<file path="config.mk">
export PLATFORM = sky130hd
export DESIGN_NAME = sseg_scan_flat
export DESIGN_NICKNAME = d
export VERILOG_FILES = /design/src/rtl/sseg_scan_if.sv /design/src/rtl/sseg_scan.sv /design/src/flat_wrapper.sv
export SDC_FILE = /design/constraint.sdc
export NUM_CORES = 1
export LEC_CHECK = 0
export ABC_AREA = 1
export BUFFER_PORTS_ARGS = -buffer_cell sky130_fd_sc_hd__buf_2
export CORE_MARGIN = 2
export CORE_UTILIZATION = 40
export CTS_CLUSTER_SIZE = 30
export DETAILED_ROUTE_END_ITERATION = 7
export GPL_ROUTABILITY_DRIVEN = 1
export PLACE_DENSITY = 0.57
export SLEW_MARGIN = 20
export SYNTH_ARGS = -nofsm -noshare
export SYNTH_HDL_FRONTEND = slang
export SYNTH_SLANG_ARGS = --single-unit
</file>
<file path="constraint.sdc">
create_clock -name clk -period 3.2 [get_ports clk]
set_input_delay 0.32 -clock clk [delete_from_list [all_inputs] [get_ports clk]]
set_output_delay 0.32 -clock clk [all_outputs]
set_load 0.01 [all_outputs]
</file>
<file path="src/rtl/sseg_scan_if.sv">
// sseg_scan_if: bundles the hex value / per-digit controls going into the
// scanner together with the decoder-facing outputs coming out of it.
interface sseg_scan_if;
  logic [15:0] din;
  logic [3:0]  dp_in;
  logic [3:0]  en;
  logic        lzb;
  logic [3:0]  num;
  logic [3:0]  an;
  logic        dp;
  logic [1:0]  digit_sel;
  logic        frame_start;

  // Side that supplies the value and watches the display drive.
  modport master (
    output din, dp_in, en, lzb,
    input  num, an, dp, digit_sel, frame_start
  );

  // The scanner itself.
  modport slave (
    input  din, dp_in, en, lzb,
    output num, an, dp, digit_sel, frame_start
  );
endinterface

</file>
<file path="src/rtl/sseg_scan.sv">
// sseg_scan: time-multiplexed 4-digit seven-segment scanner.
// Latches din/dp_in/en once per frame and walks digits 0..3, each slot
// starting with an all-anodes-off guard interval to suppress ghosting.
// Optional feature: define SSEG_SCAN_LZB_EN to enable leading-zero blanking.
module sseg_scan #(
  parameter int unsigned TICK_CYCLES  = 100000,
  parameter int unsigned GUARD_CYCLES = 1000
) (
  input  logic        clk,
  input  logic        rst,   // asynchronous, active-low
  sseg_scan_if.slave  bus
);

  localparam int unsigned CW = (TICK_CYCLES > 1) ? $clog2(TICK_CYCLES) : 1;
  localparam logic [CW-1:0] CNT_MAX = CW'(TICK_CYCLES - 1);
  localparam logic [CW-1:0] CNT_GRD = CW'(GUARD_CYCLES);

  typedef enum logic {PH_GUARD, PH_SHOW} phase_t;

  // Current state
  logic [CW-1:0] cnt;
  logic [1:0]    digit;
  phase_t        phase;
  logic [15:0]   sh_din;
  logic [3:0]    sh_dp;
  logic [3:0]    sh_en;
  logic          load_pend;

  // Next state
  logic [CW-1:0] cnt_nxt;
  logic [1:0]    digit_nxt;
  phase_t        phase_nxt;
  logic [15:0]   sh_din_nxt;
  logic [3:0]    sh_dp_nxt;
  logic [3:0]    sh_en_nxt;
  logic          wrap;
  logic          load;
  logic          blank_nxt;
  logic          lit_nxt;

  // Registered outputs
  logic [3:0]    num_q;
  logic [3:0]    an_q;
  logic          dp_q;
  logic          frame_start_q;

`ifdef SSEG_SCAN_LZB_EN
  logic          sh_lzb;
  logic          sh_lzb_nxt;
  logic [3:0]    blank_vec;
`else
  logic          unused_lzb;
  assign unused_lzb = bus.lzb;
`endif

  // Next-state and next-output computation; outputs are registered from
  // these so they always match the cnt/digit/shadow state of the same cycle.
  always_comb begin
    // NOTE: every signal gets a default first so no path leaves it unassigned,
    // which would otherwise infer a latch.
    wrap       = (cnt == CNT_MAX);
    load       = load_pend || (wrap && (digit == 2'd3));
    cnt_nxt    = cnt;
    digit_nxt  = digit;
    phase_nxt  = phase;
    sh_din_nxt = sh_din;
    sh_dp_nxt  = sh_dp;
    sh_en_nxt  = sh_en;

    if (load_pend) begin
      // First edge after reset: load only, the counter holds at 0.
      cnt_nxt   = '0;
      digit_nxt = 2'd0;
      phase_nxt = PH_GUARD;
    end else if (wrap) begin
      cnt_nxt   = '0;
      digit_nxt = digit + 2'd1;
      phase_nxt = PH_GUARD;
    end else begin
      cnt_nxt = cnt + CW'(1);
      if (cnt_nxt == CNT_GRD) phase_nxt = PH_SHOW;
    end

    if (load) begin
      sh_din_nxt = bus.din;
      sh_dp_nxt  = bus.dp_in;
      sh_en_nxt  = bus.en;
    end

`ifdef SSEG_SCAN_LZB_EN
    sh_lzb_nxt   = load ? bus.lzb : sh_lzb;
    // A digit blanks when it and every digit above it is zero; digit 0 never.
    blank_vec[3] = sh_lzb_nxt && (sh_din_nxt[15:12] == 4'h0);
    blank_vec[2] = blank_vec[3] && (sh_din_nxt[11:8] == 4'h0);
    blank_vec[1] = blank_vec[2] && (sh_din_nxt[7:4] == 4'h0);
    blank_vec[0] = 1'b0;
    blank_nxt    = blank_vec[digit_nxt];
`else
    blank_nxt    = 1'b0;
`endif

    lit_nxt = (phase_nxt == PH_SHOW) && sh_en_nxt[digit_nxt] && !blank_nxt;
  end

  // State, shadow and output registers.
  always_ff @(posedge clk or negedge rst) begin
    // NOTE: sequential state uses non-blocking assignments so every register
    // samples pre-edge values regardless of statement order.
    if (!rst) begin
      cnt           <= '0;
      digit         <= 2'd0;
      phase         <= PH_GUARD;
      sh_din        <= '0;
      sh_dp         <= '0;
      sh_en         <= '0;
      load_pend     <= 1'b1;
      num_q         <= 4'h0;
      an_q          <= 4'b1111;
      dp_q          <= 1'b1;
      frame_start_q <= 1'b0;
`ifdef SSEG_SCAN_LZB_EN
      sh_lzb        <= 1'b0;
`endif
    end else begin
      cnt           <= cnt_nxt;
      digit         <= digit_nxt;
      phase         <= phase_nxt;
      sh_din        <= sh_din_nxt;
      sh_dp         <= sh_dp_nxt;
      sh_en         <= sh_en_nxt;
      load_pend     <= 1'b0;
      num_q         <= sh_din_nxt[{digit_nxt, 2'b00} +: 4];
      an_q          <= lit_nxt ? ~(4'b0001 << digit_nxt) : 4'b1111;
      dp_q          <= ~(lit_nxt && sh_dp_nxt[digit_nxt]);
      frame_start_q <= load;
`ifdef SSEG_SCAN_LZB_EN
      sh_lzb        <= sh_lzb_nxt;
`endif
    end
  end

  assign bus.num         = num_q;
  assign bus.an          = an_q;
  assign bus.dp          = dp_q;
  assign bus.digit_sel   = digit;
  assign bus.frame_start = frame_start_q;

endmodule

</file>
<file path="src/flat_wrapper.sv">
// flat-port wrapper written by rule: the top's interface ports become plain ports
module sseg_scan_flat 
#(
  parameter int unsigned TICK_CYCLES  = 100000,
  parameter int unsigned GUARD_CYCLES = 1000
)
  (clk, rst, bus_din, bus_dp_in, bus_en, bus_lzb, bus_num, bus_an, bus_dp, bus_digit_sel, bus_frame_start);
  sseg_scan_if bus_i ();
  input  logic clk;
  input  logic rst;
  input wire logic [$bits(bus_i.din)-1:0] bus_din;
  input wire logic [$bits(bus_i.dp_in)-1:0] bus_dp_in;
  input wire logic [$bits(bus_i.en)-1:0] bus_en;
  input wire logic [$bits(bus_i.lzb)-1:0] bus_lzb;
  output wire logic [$bits(bus_i.num)-1:0] bus_num;
  output wire logic [$bits(bus_i.an)-1:0] bus_an;
  output wire logic [$bits(bus_i.dp)-1:0] bus_dp;
  output wire logic [$bits(bus_i.digit_sel)-1:0] bus_digit_sel;
  output wire logic [$bits(bus_i.frame_start)-1:0] bus_frame_start;
  assign bus_i.din = bus_din;
  assign bus_i.dp_in = bus_dp_in;
  assign bus_i.en = bus_en;
  assign bus_i.lzb = bus_lzb;
  assign bus_num = bus_i.num;
  assign bus_an = bus_i.an;
  assign bus_dp = bus_i.dp;
  assign bus_digit_sel = bus_i.digit_sel;
  assign bus_frame_start = bus_i.frame_start;
  sseg_scan #(.TICK_CYCLES(TICK_CYCLES), .GUARD_CYCLES(GUARD_CYCLES)) u_core (.clk(clk), .rst(rst), .bus(bus_i));
endmodule
</file>
==> flow_metrics.env, run 1 <==
export IMPL_status="finished clean"
export IMPL_ant_nets=0
export IMPL_ctsHtreeMaxLevel=2
export IMPL_cap_violations=0
export IMPL_slew_viol_final=0
export IMPL_cts_resized=0
export IMPL_fp_dieH_um=86.2
export IMPL_drtPass1Iterations=4
export IMPL_tritoncts="yes"
export IMPL_grt_overflow=0
export IMPL_synthCells=345
export IMPL_cts_setup_buffers=0
export IMPL_gp_congestion=0.848
export IMPL_drt_initial_drc_count=128
export IMPL_cp_max_fo=17
export IMPL_leakage_nw=1.57
export IMPL_cts_buffers=5
export IMPL_finClkSkew_ns=0.00843
export IMPL_max_slew_margin_pct=38.7
export IMPL_grt_max_degree=41
export IMPL_synth_seq_area_share_pct=51.2
export IMPL_comb_power_share_pct=11.0
export IMPL_power_switching_mw=0.329
export IMPL_r2r_end="u_core.bus.num[3]$_DFF_PN0_"
export IMPL_ir_drop_uv=205
export IMPL_vias=2201
export IMPL_rrSetupSlack_ns=0.82
export IMPL_slowest_stage="inv_1"
export IMPL_cp_end_kind="register"
export IMPL_cp_data_required_time_ns=3.45
export IMPL_p_per_area_mw_per_mm2=421
export IMPL_slowest_delay_ns=0.44
export IMPL_finalCritPeriodShare_pct=74.3
export IMPL_yosysWarnings=0
export IMPL_start_kind="register"
export IMPL_ys_top_cells_by_area="dfrtp_1 45%, nand2_1 18%, inv_1 6.2%"
export IMPL_switching_share_pct=25.7
export IMPL_layout_common_cells="128 x nand2_1, 49 x dfrtp_1, 45 x inv_1"
export IMPL_clockPowerShare_pct=29.8
export IMPL_grt_pass1_vias=2159
export IMPL_cts_buffer_depth=2
export IMPL_nets=414
export IMPL_cp_top_family="simple AND/OR/NAND/NOR gates"
export IMPL_syn_area_mm2=0.00271
export IMPL_synthesis_nets=374
export IMPL_worst_pin_slew_ns=0.920
export IMPL_whs_ns=0.152
export IMPL_clockRootBuffer="clkbuf_8"
export IMPL_hold_class="in2async"
export IMPL_drt_drc_violations_left=0
export IMPL_clock_fmax_mhz=420
export IMPL_reg2regPathDepth=11
export IMPL_cts_hold_buffers_added=0
export IMPL_synth_top_cell_by_area="dfrtp_1"
export IMPL_finalSetupViolCount=0
export IMPL_layout_commonest_cell="nand2_1"
export IMPL_power_frac_seq_pct=59.2
export IMPL_initial_core_util_pct=41.9
export IMPL_tns_ns=0
export IMPL_dieArea_mm2=0.00744
export IMPL_synth_distinct_cells=28
export IMPL_rows=29
export IMPL_vias_per_cell=4.75
export IMPL_worstPathArrival_ns=2.63
export IMPL_clk_latency_ns=0.30
export IMPL_min_period_ns=2.38
export IMPL_pin_count=39
export IMPL_die_w_um=86.2
export IMPL_avgSynthCellArea_um2=7.84
export IMPL_utilization_pct=47.2
export IMPL_grt_usage_pct=16.8
export IMPL_area_growth_pct=12.6
export IMPL_critPathKind="reg2reg"
export IMPL_portBuffers=37
export IMPL_grt_pass1_wl_um=9890
export IMPL_cts_sink_count=55
export IMPL_core_area_mm2=0.00646
export IMPL_path_buf_inv=2
export IMPL_n_antenna_cell=0
export IMPL_path_clk_slew_ns=0.10
export IMPL_hold_viol_final=0
export IMPL_drt_wl_total_um=5720
export IMPL_path_cells="ha_1, nand3_2, inv_2, nand3_2, nand2_4, nand2_2, inv_1, nand2_1, nand2_1, a22oi_1, nand2_1"
export IMPL_crit_top_cell="nand2_1"
export IMPL_rsz0062_at_grt="false"
export IMPL_post_dp_hpwl_um=4110
export IMPL_layout_drive_gt1_share_pct=18.7
export IMPL_antenna_found_initial=0
export IMPL_p_int_mw=0.954
export IMPL_timing_rr_start="u_core.cnt[0]$_DFF_PN0_"
export IMPL_routedWlPerCell_um=12.4
export IMPL_yosysTopAreaCellShare_pct=45.3
export IMPL_ys_seq_elements=55
-- through the flow --
stage / power (mW) / worst slack [ns] / instances / instance area (µm²)
3_3_place_gp: 0.916 / 0.824 / 455 / 2960
4_1_cts: 1.31 / 0.775 / 463 / 3050
2_1_floorplan: 0.863 / 1.42 / 345 / 2710
6_report: 1.28 / 0.822 / 463 / 3050
5_1_grt: 1.37 / 0.510 / 463 / 3050
3_5_place_dp: 0.919 / 0.800 / 455 / 2960
-- Yosys cell counts --
master,count
ha_1,2
a22oi_1,4
inv_1,45
o21ai_0,1
nand2_2,1
dfrtp_1,49
inv_2,3
xor2_1,5
o21ai_2,2
nor2_1,36
nand2_1,128
dfstp_2,6
or2_0,1
clkbuf_1,2
conb_1,1
buf_2,2
nand2_4,1
nand3b_1,7
nand3_1,18
o21ai_1,1
nor3b_1,1
nor2_2,9
nand4_1,6
a21oi_1,6
buf_6,3
a21oi_4,1
nor3_1,2
nand3_2,2
-- layer usage --
metal	vias to the layer above	global-route usage [%]	part of all wire [%]
li1	1134	-	-
met1	1035	23.8	49
met2	28	26.4	46
met3	4	3.62	3.0
met4	0	4.83	1.1
met5	-	0	0
-- worst register-to-register path: stages, from the launching register on --
cell and delay [ns]:
dfrtp_1 0.39, ha_1 0.22, nand3_2 0.14, inv_2 0.14, nand3_2 0.13, nand2_4 0.23, nand2_2 0.25, inv_1 0.45
nand2_1 0.11, nand2_1 0.10, a22oi_1 0.09, nand2_1 0.09
-- kinds of logic (layout without fill, tap and decap cells) --
group	count (synthesis)	in the layout	synth area share [%]
AND/OR/NAND/NOR	212	212	33.8
flip-flops	55	55	51.2
buffers and inverters	55	96	8.56
AO/OA/AOI/OAI	15	15	3.84
XOR/XNOR	5	5	1.62
adder cells (fa/ha/maj)	2	2	0.925
other	1	1	0.139
-- state kept, by name, indices dropped and copies added (netlist names) --
name and cells:
u_core.cnt 17, u_core.sh_din 16, u_core.bus.an 4, u_core.bus.num 4, u_core.sh_dp 4, u_core.sh_en 4
u_core.bus.digit_sel 2, u_core.bus.dp 1, u_core.bus.frame_start 1, u_core.load_pend 1, u_core.phase 1
-- worst max path at each step --
| stage | from | slack, ns | cells past startpoint | to |
|---|---|---|---|---|
| global route | u_core.cnt[0]$_DFF_PN0_ | 0.51 | 11 | u_core.bus.num[3]$_DFF_PN0_ |
| CTS | u_core.cnt[0]$_DFF_PN0_ | 0.78 | 11 | u_core.bus.num[3]$_DFF_PN0_ |
| detailed placement | u_core.cnt[0]$_DFF_PN0_ | 0.80 | 11 | u_core.bus.num[3]$_DFF_PN0_ |
| global placement | u_core.cnt[0]$_DFF_PN0_ | 0.82 | 11 | u_core.bus.num[2]$_DFF_PN0_ |
| floorplan | u_core.load_pend$_DFF_PN1_ | 1.42 | 10 | u_core.bus.num[0]$_DFF_PN0_ |
| finish | u_core.cnt[0]$_DFF_PN0_ | 0.82 | 11 | u_core.bus.num[3]$_DFF_PN0_ |
-- final cells by class --
cell class                 instances  area (µm²)
clock buffer                       6        72.6
clock inverter                     2        16.3
fill                             683        3410
inverter                          48         180
multi-input combinational        235        1090
sequential                        55        1380
tap                               77        96.3
timing repair buffer              40         208
-- power groups by stage --
stage / combinational, mW / clock, mW / sequential (mW)
CTS: 0.146 / 0.405 / 0.760
global route: 0.166 / 0.437 / 0.765
floorplan: 0.0896 / 0 / 0.773
detailed placement: 0.145 / 0 / 0.774
global placement: 0.143 / 0 / 0.773
finish: 0.141 / 0.382 / 0.760
No activity file was read; power rests on OpenSTA's default activity.
==> run 2, diff against run 1 <==
--- a/config.mk
+++ b/config.mk
@@ -5,14 +5,14 @@
 export SDC_FILE = /design/constraint.sdc
 export NUM_CORES = 1
 export LEC_CHECK = 0
-export ABC_AREA = 1
+export ABC_AREA = 0
 export BUFFER_PORTS_ARGS = -buffer_cell sky130_fd_sc_hd__buf_2
 export CORE_MARGIN = 2
 export CORE_UTILIZATION = 40
 export CTS_CLUSTER_SIZE = 30
 export DETAILED_ROUTE_END_ITERATION = 7
 export GPL_ROUTABILITY_DRIVEN = 1
-export PLACE_DENSITY = 0.57
+export PLACE_DENSITY = 0.6
 export SLEW_MARGIN = 20
 export SYNTH_ARGS = -nofsm -noshare
 export SYNTH_HDL_FRONTEND = slang
==> constraint.sdc (replaced) <==
create_clock -name clk -period 1.9 [get_ports clk]
set_input_delay 0.19 -clock clk [delete_from_list [all_inputs] [get_ports clk]]
set_output_delay 0.19 -clock clk [all_outputs]
set_load 0.01 [all_outputs]
==> flow_metrics.env, run 2 <==
export IMPL_status="finished with violations"
export IMPL_failed_checks="design-rule violations, negative setup slack"
export IMPL_grt_pass1_vias=2222
export IMPL_ys_flop_type="dfrtp_1"
export IMPL_worstSetupStartpoint="u_core.cnt[8]$_DFF_PN0_"
export IMPL_start_kind="register"
export IMPL_place_worst_setup_slack_ns=-0.462
export IMPL_rows=29
export IMPL_pin_count=39
export IMPL_clock_fmax_mhz=428
export IMPL_wl_met1_um=2800
export IMPL_synthCells=235
export IMPL_layout_drive_gt1_share_pct=53.5
export IMPL_grt_overflow=0
export IMPL_hold_viol_final=0
export IMPL_finalCritPeriodShare_pct=123
export IMPL_tritoncts="yes"
export IMPL_finalSetupViolCount=48
export IMPL_synth_common_cells="49 x dfrtp_1, 26 x nor2_1, 23 x mux2_2"
export IMPL_fp_dieH_um=85.7
export IMPL_avgSynthCellArea_um2=11.4
export IMPL_asyncSetResetFlopFracSynth_pct=100
export IMPL_post_dp_hpwl_um=4400
export IMPL_cp_max_fo=5
export IMPL_layout_commonest_cell="buf_4"
export IMPL_p_per_area_mw_per_mm2=576
export IMPL_vias_per_cell=5.19
export IMPL_tns_ns=-6.29
export IMPL_worstPathArrival_ns=2.58
export IMPL_top_layer_used="met4"
export IMPL_dr_wl_met3_um=226
export IMPL_leakage_nw=1.68
export IMPL_min_period_ns=2.34
export IMPL_rsz0062_at_grt="true"
export IMPL_gp_congestion=0.859
export IMPL_syn_area_mm2=0.00267
export IMPL_ys_seq_elements=55
export IMPL_finClkSkew_ns=0.00852
export IMPL_yosysWarnings=0
export IMPL_drtPass1Iterations=7
export IMPL_wl_met2_um=3100
export IMPL_hold_class="in2reg"
export IMPL_portBuffers=37
export IMPL_utilization_pct=60.7
export IMPL_synth_edf_count=0
export IMPL_critPathKind="reg2reg"
export IMPL_n_antenna_cell=0
export IMPL_yosys_cell_count_top_type="dfrtp_1"
export IMPL_clk_latency_ns=0.32
export IMPL_yosysTopAreaCellShare_pct=45.9
export IMPL_reg_top3="u_core.cnt (17), u_core.sh_din (16)"
export IMPL_layout_common_cells="56 x buf_4, 46 x dfrtp_1, 38 x buf_2"
export IMPL_cp_end_kind="register"
export IMPL_drt_initial_drc_count=89
export IMPL_ctsHtreeMaxLevel=2
export IMPL_ys_top_cells_by_area="dfrtp_1 46%, mux2_2 9.7%, mux2i_1 6.0%"
export IMPL_hold_start="bus_din[11]"
export IMPL_path_clk_slew_ns=0.11
export IMPL_largest_reg_flops=17
export IMPL_grt_max_degree=26
export IMPL_synth_top_cell_by_area="dfrtp_1"
export IMPL_cts_sink_count=55
export IMPL_antenna_found_initial=0
export IMPL_area_growth_pct=45.9
export IMPL_synthesis_nets=264
export IMPL_drt_drc_violations_left=2
export IMPL_grt_pass1_wl_um=10100
export IMPL_ir_drop_uv=410
export IMPL_synth_seq_area_share_pct=51.8
export IMPL_regMostFlops="u_core.cnt"
export IMPL_fin_ws_ns=-0.436
export IMPL_die_w_um=85.7
export IMPL_vias=2194
export IMPL_initial_core_util_pct=41.6
export IMPL_cap_violations=0
export IMPL_grt_usage_pct=17.5
export IMPL_ant_nets=0
export IMPL_routedWlPerCell_um=14.7
export IMPL_drt_wl_total_um=6220
export IMPL_cts_buffer_depth=2
export IMPL_cp_data_required_time_ns=2.15
export IMPL_cts_buffers=5
export IMPL_dieArea_mm2=0.00735
export IMPL_clockRootBuffer="clkbuf_8"
export IMPL_synth_distinct_cells=46
export IMPL_core_area_mm2=0.00642
export IMPL_slew_viol_final=0
export IMPL_nets=374
export IMPL_timing_rr_start="u_core.cnt[8]$_DFF_PN0_"
run 2: cell types whose count changed after synthesis, sizes merged, moves of 4 or more:
cell	previous run	this run
or3	0	6
nor2	45	26
inv	48	6
mux2	0	24
nand3	20	8
mux2i	0	16
a22oi	4	0
nand2	130	10
nand3b	7	1
clkbuf	2	9
xnor2	0	12
run 2: layer usage:
layer | GRT usage, % | up-vias
li1 | - | 1058
met1 | 22.7 | 1089
met2 | 29.3 | 40
met3 | 3.95 | 7
met4 | 5.34 | 0
met5 | 0 | -
run 2: kinds of logic after synthesis:
family / count (synthesis) / synth area share, %
flip-flops: 55 / 51.8
AO/OA/AOI/OAI: 20 / 5.81
AND/OR/NAND/NOR: 82 / 17.0
adder cells (fa/ha/maj): 2 / 0.936
multiplexers: 40 / 16.2
buffers and inverters: 19 / 2.86
XOR/XNOR: 16 / 5.24
other: 1 / 0.140
run 2: path summary, 6_finish.rpt:
path	cells past startpoint	to	slack, ns
max	8	u_core.bus.an[1]$_DFF_PN1_	-0.44
min	2	u_core.sh_din[11]$_DFF_PN0_	0.11
max reg2reg	8	u_core.bus.an[1]$_DFF_PN1_	-0.44
min reg2reg	1	u_core.sh_din[11]$_DFF_PN0_	0.50
max in group asynchronous	3	u_core.bus.an[1]$_DFF_PN1_	0.95
min in group asynchronous	2	u_core.sh_din[4]$_DFF_PN0_	0.32
run 2: area by class of cell:
type / instances / area, µm²
flip-flops and latches: 55 / 1390
fillers: 518 / 2520
inverters: 6 / 22.5
clock inverters: 3 / 25.0
clock buffers: 5 / 68.8
well taps: 77 / 96.3
repair buffers: 116 / 896
multi-input cells: 161 / 1400
run 2: repair_timing:
action	CTS	global route
setup endpoints to repair	34	43
gates cloned	0	3
buffers inserted	3	11
endpoints found under the hold margin	15	0
gates resized for setup	19	39
pin swaps	8	6
hold buffers	1	0
run 2: critical path, cell delays in order, from the launching register on:
cell       delay [ns]
dfrtp_1          0.39
or4b_4           0.55
nor4_4           0.17
buf_6            0.16
mux2i_2          0.23
nor2_2           0.07
a32oi_2          0.21
o2111ai_4        0.15
or3_1            0.32
run 2: metrics by stage:
step	hold slack (ns)	instances	cell area, µm²	power [mW]
after floorplan	-0.106	235	2730	1.41
after global placement	0.144	401	3440	1.53
after detailed placement	0.153	401	3440	1.54
after CTS	0.108	413	3640	2.23
after global routing	0.111	423	3900	2.36
final	0.111	423	3900	2.25
run 2: power by group:
| part | internal [mW] | switching [mW] | leakage [nW] |
|---|---|---|---|
| clock network | 0.270 | 0.414 | 0.0452 |
| registers | 1.24 | 0.0276 | 0.673 |
| logic | 0.169 | 0.130 | 0.966 |
==> run 3, diff against run 2 <==
--- a/config.mk
+++ b/config.mk
@@ -7,7 +7,6 @@
 export LEC_CHECK = 0
 export ABC_AREA = 0
 export BUFFER_PORTS_ARGS = -buffer_cell sky130_fd_sc_hd__buf_2
-export CORE_MARGIN = 2
 export CORE_UTILIZATION = 40
 export CTS_CLUSTER_SIZE = 30
 export DETAILED_ROUTE_END_ITERATION = 7
==> flow_metrics.env, run 3 (synthesized netlist as in run 2, its figures left out) <==
export IMPL_failed_checks="negative setup slack"
export IMPL_slew_viol_final=0
export IMPL_cp_data_required_time_ns=2.16
export IMPL_cp_max_fo=9
export IMPL_nets=350
export IMPL_slowest_stage="or4b_4"
export IMPL_place_inst=387
export IMPL_rrSetupSlack_ns=-0.40
export IMPL_p_per_area_mw_per_mm2=619
export IMPL_reg_top3="u_core.cnt (17), u_core.sh_din (16)"
export IMPL_critPathKind="reg2reg"
export IMPL_drtPass1Iterations=5
export IMPL_initial_core_util_pct=41.8
export IMPL_min_period_ns=2.30
export IMPL_portBuffers=37
export IMPL_whs_ns=0.117
export IMPL_tns_ns=-2.43
export IMPL_hold_viol_final=0
export IMPL_fin_ws_ns=-0.404
export IMPL_seqCellArea_mm2=0.00139
export IMPL_grt_max_degree=38
export IMPL_groute_layer_met3_usage_pct=3.46
export IMPL_pin_count=39
export IMPL_die_w_um=83.7
export IMPL_largest_reg_flops=17
export IMPL_layout_commonest_cell="dfrtp_1"
export IMPL_hold_class="in2reg"
export IMPL_status="finished with violations"
export IMPL_cap_violations=0
export IMPL_worstPathArrival_ns=2.56
export IMPL_clock_fmax_mhz=434
export IMPL_grtUsageMet1_pct=24.7
export IMPL_post_dp_hpwl_um=4290
export IMPL_place_worst_setup_slack_ns=-0.430
export IMPL_grt_pass1_wl_um=10000
export IMPL_antenna_found_initial=0
export IMPL_grt_pass1_vias=2062
export IMPL_ctsHtreeMaxLevel=2
export IMPL_drt_wl_total_um=5790
export IMPL_grt_overflow=0
export IMPL_layout_drive_gt1_share_pct=46.3
export IMPL_vias_per_cell=5.22
export IMPL_grt_busiest_layer="met2"
export IMPL_drt_drc_violations_left=0
export IMPL_rsz0062_at_grt="true"
export IMPL_multiInputGateArea_mm2=0.00130
export IMPL_regMostFlops="u_core.cnt"
export IMPL_fin_cells=399
export IMPL_vias=2082
export IMPL_gp_congestion=0.905
export IMPL_cts_buffer_depth=2
export IMPL_fillCellCount=549
export IMPL_finalCritPeriodShare_pct=121
export IMPL_clk_latency_ns=0.31
export IMPL_finalPower_mw=2.21
export IMPL_n_antenna_cell=0
export IMPL_ant_nets=0
export IMPL_cp_top_family="simple AND/OR/NAND/NOR gates"
export IMPL_clockRootBuffer="clkbuf_8"
export IMPL_path_cells="or4b_4, nor4_4, buf_6, a21oi_4, mux2_4, or3_1, o2111ai_1, nand3b_1"
export IMPL_met2_usage_pct=28.2
export IMPL_ir_drop_uv=453
export IMPL_finalSetupViolCount=21
export IMPL_leakage_nw=1.53
export IMPL_path_clk_slew_ns=0.11
export IMPL_core_area_mm2=0.00639
export IMPL_grt_usage_pct=17.8
export IMPL_slowest_delay_ns=0.55
export IMPL_dieArea_mm2=0.00701
export IMPL_rows=29
export IMPL_start_kind="register"
export IMPL_cts_sink_count=55
export IMPL_cts_buffers=5
export IMPL_drt_initial_drc_count=90
export IMPL_path_buf_inv=1
export IMPL_finClkSkew_ns=0.00627
export IMPL_cp_end_kind="register"
export IMPL_area_growth_pct=33.4
export IMPL_layout_common_cells="48 x dfrtp_1, 44 x buf_4, 37 x buf_2"
export IMPL_fp_dieH_um=83.7
export IMPL_routedWlPerCell_um=14.5
export IMPL_tritoncts="yes"
-- run 3: cell types whose count changed in the layout (fill, tap and decap cells not counted), moves of 2 or more --
cell       before  now
o2111ai_1       0    2
mux2_4          5    1
buf_4          56   44
mux2_2         19   23
buf_6          16    6
dfrtp_1        46   48
nor2_1         21   25
dfrtp_2         3    1
nor2_4          3    0
-- run 3: final cells by class --
type	count	share of cell area, %
Clock buffer	5	1.93
Clock inverter	3	0.948
Inverter	6	0.632
Multi-Input combinational cell	161	36.5
Sequential cell	55	38.9
Tap cell	77	2.70
Timing Repair Buffer	92	18.5
-- run 3: per-stage QoR --
step / util (%) / cell area [µm²]
3_5_place_dp: 52.0 / 3320
5_1_grt: 55.8 / 3560
3_3_place_gp: 52.0 / 3320
2_1_floorplan: - / 2730
4_1_cts: 55.2 / 3520
6_report: 55.8 / 3560
-- run 3: final timing paths --
| kind | start | end | cells past startpoint |
|---|---|---|---|
| min in group asynchronous | rst | u_core.sh_dp[2]$_DFF_PN0_ | 2 |
| max in group asynchronous | rst | u_core.load_pend$_DFF_PN1_ | 3 |
| hold / removal | bus_din[15] | u_core.sh_din[15]$_DFF_PN0_ | 2 |
| setup reg to reg | u_core.cnt[8]$_DFF_PN0_ | u_core.bus.dp$_DFF_PN1_ | 8 |
| hold reg to reg | u_core.sh_din[2]$_DFF_PN0_ | u_core.sh_din[2]$_DFF_PN0_ | 1 |
| setup / recovery | u_core.cnt[8]$_DFF_PN0_ | u_core.bus.dp$_DFF_PN1_ | 8 |
-- run 3: timing repair --
action                     CTS  global route
setup endpoints to repair   34            50
hold buffers                 1             0
pin swaps                   10             0
setup buffers                2             1
resized for setup           17             8
hold endpoints to repair    14             0
-- run 3: metal layers --
metal  up-vias  routed length (µm)
li1       1014                   -
met1      1003                2640
met2        55                2800
met3        10                 269
met4         0                  81
met5         -                   0
-- run 3: power by group --
part / internal [mW] / switching (mW) / total, mW / leakage, nW
Sequential: 1.24 / 0.0244 / 1.26 / 0.676
Clock: 0.281 / 0.423 / 0.704 / 0.0519
Combinational: 0.127 / 0.114 / 0.241 / 0.799
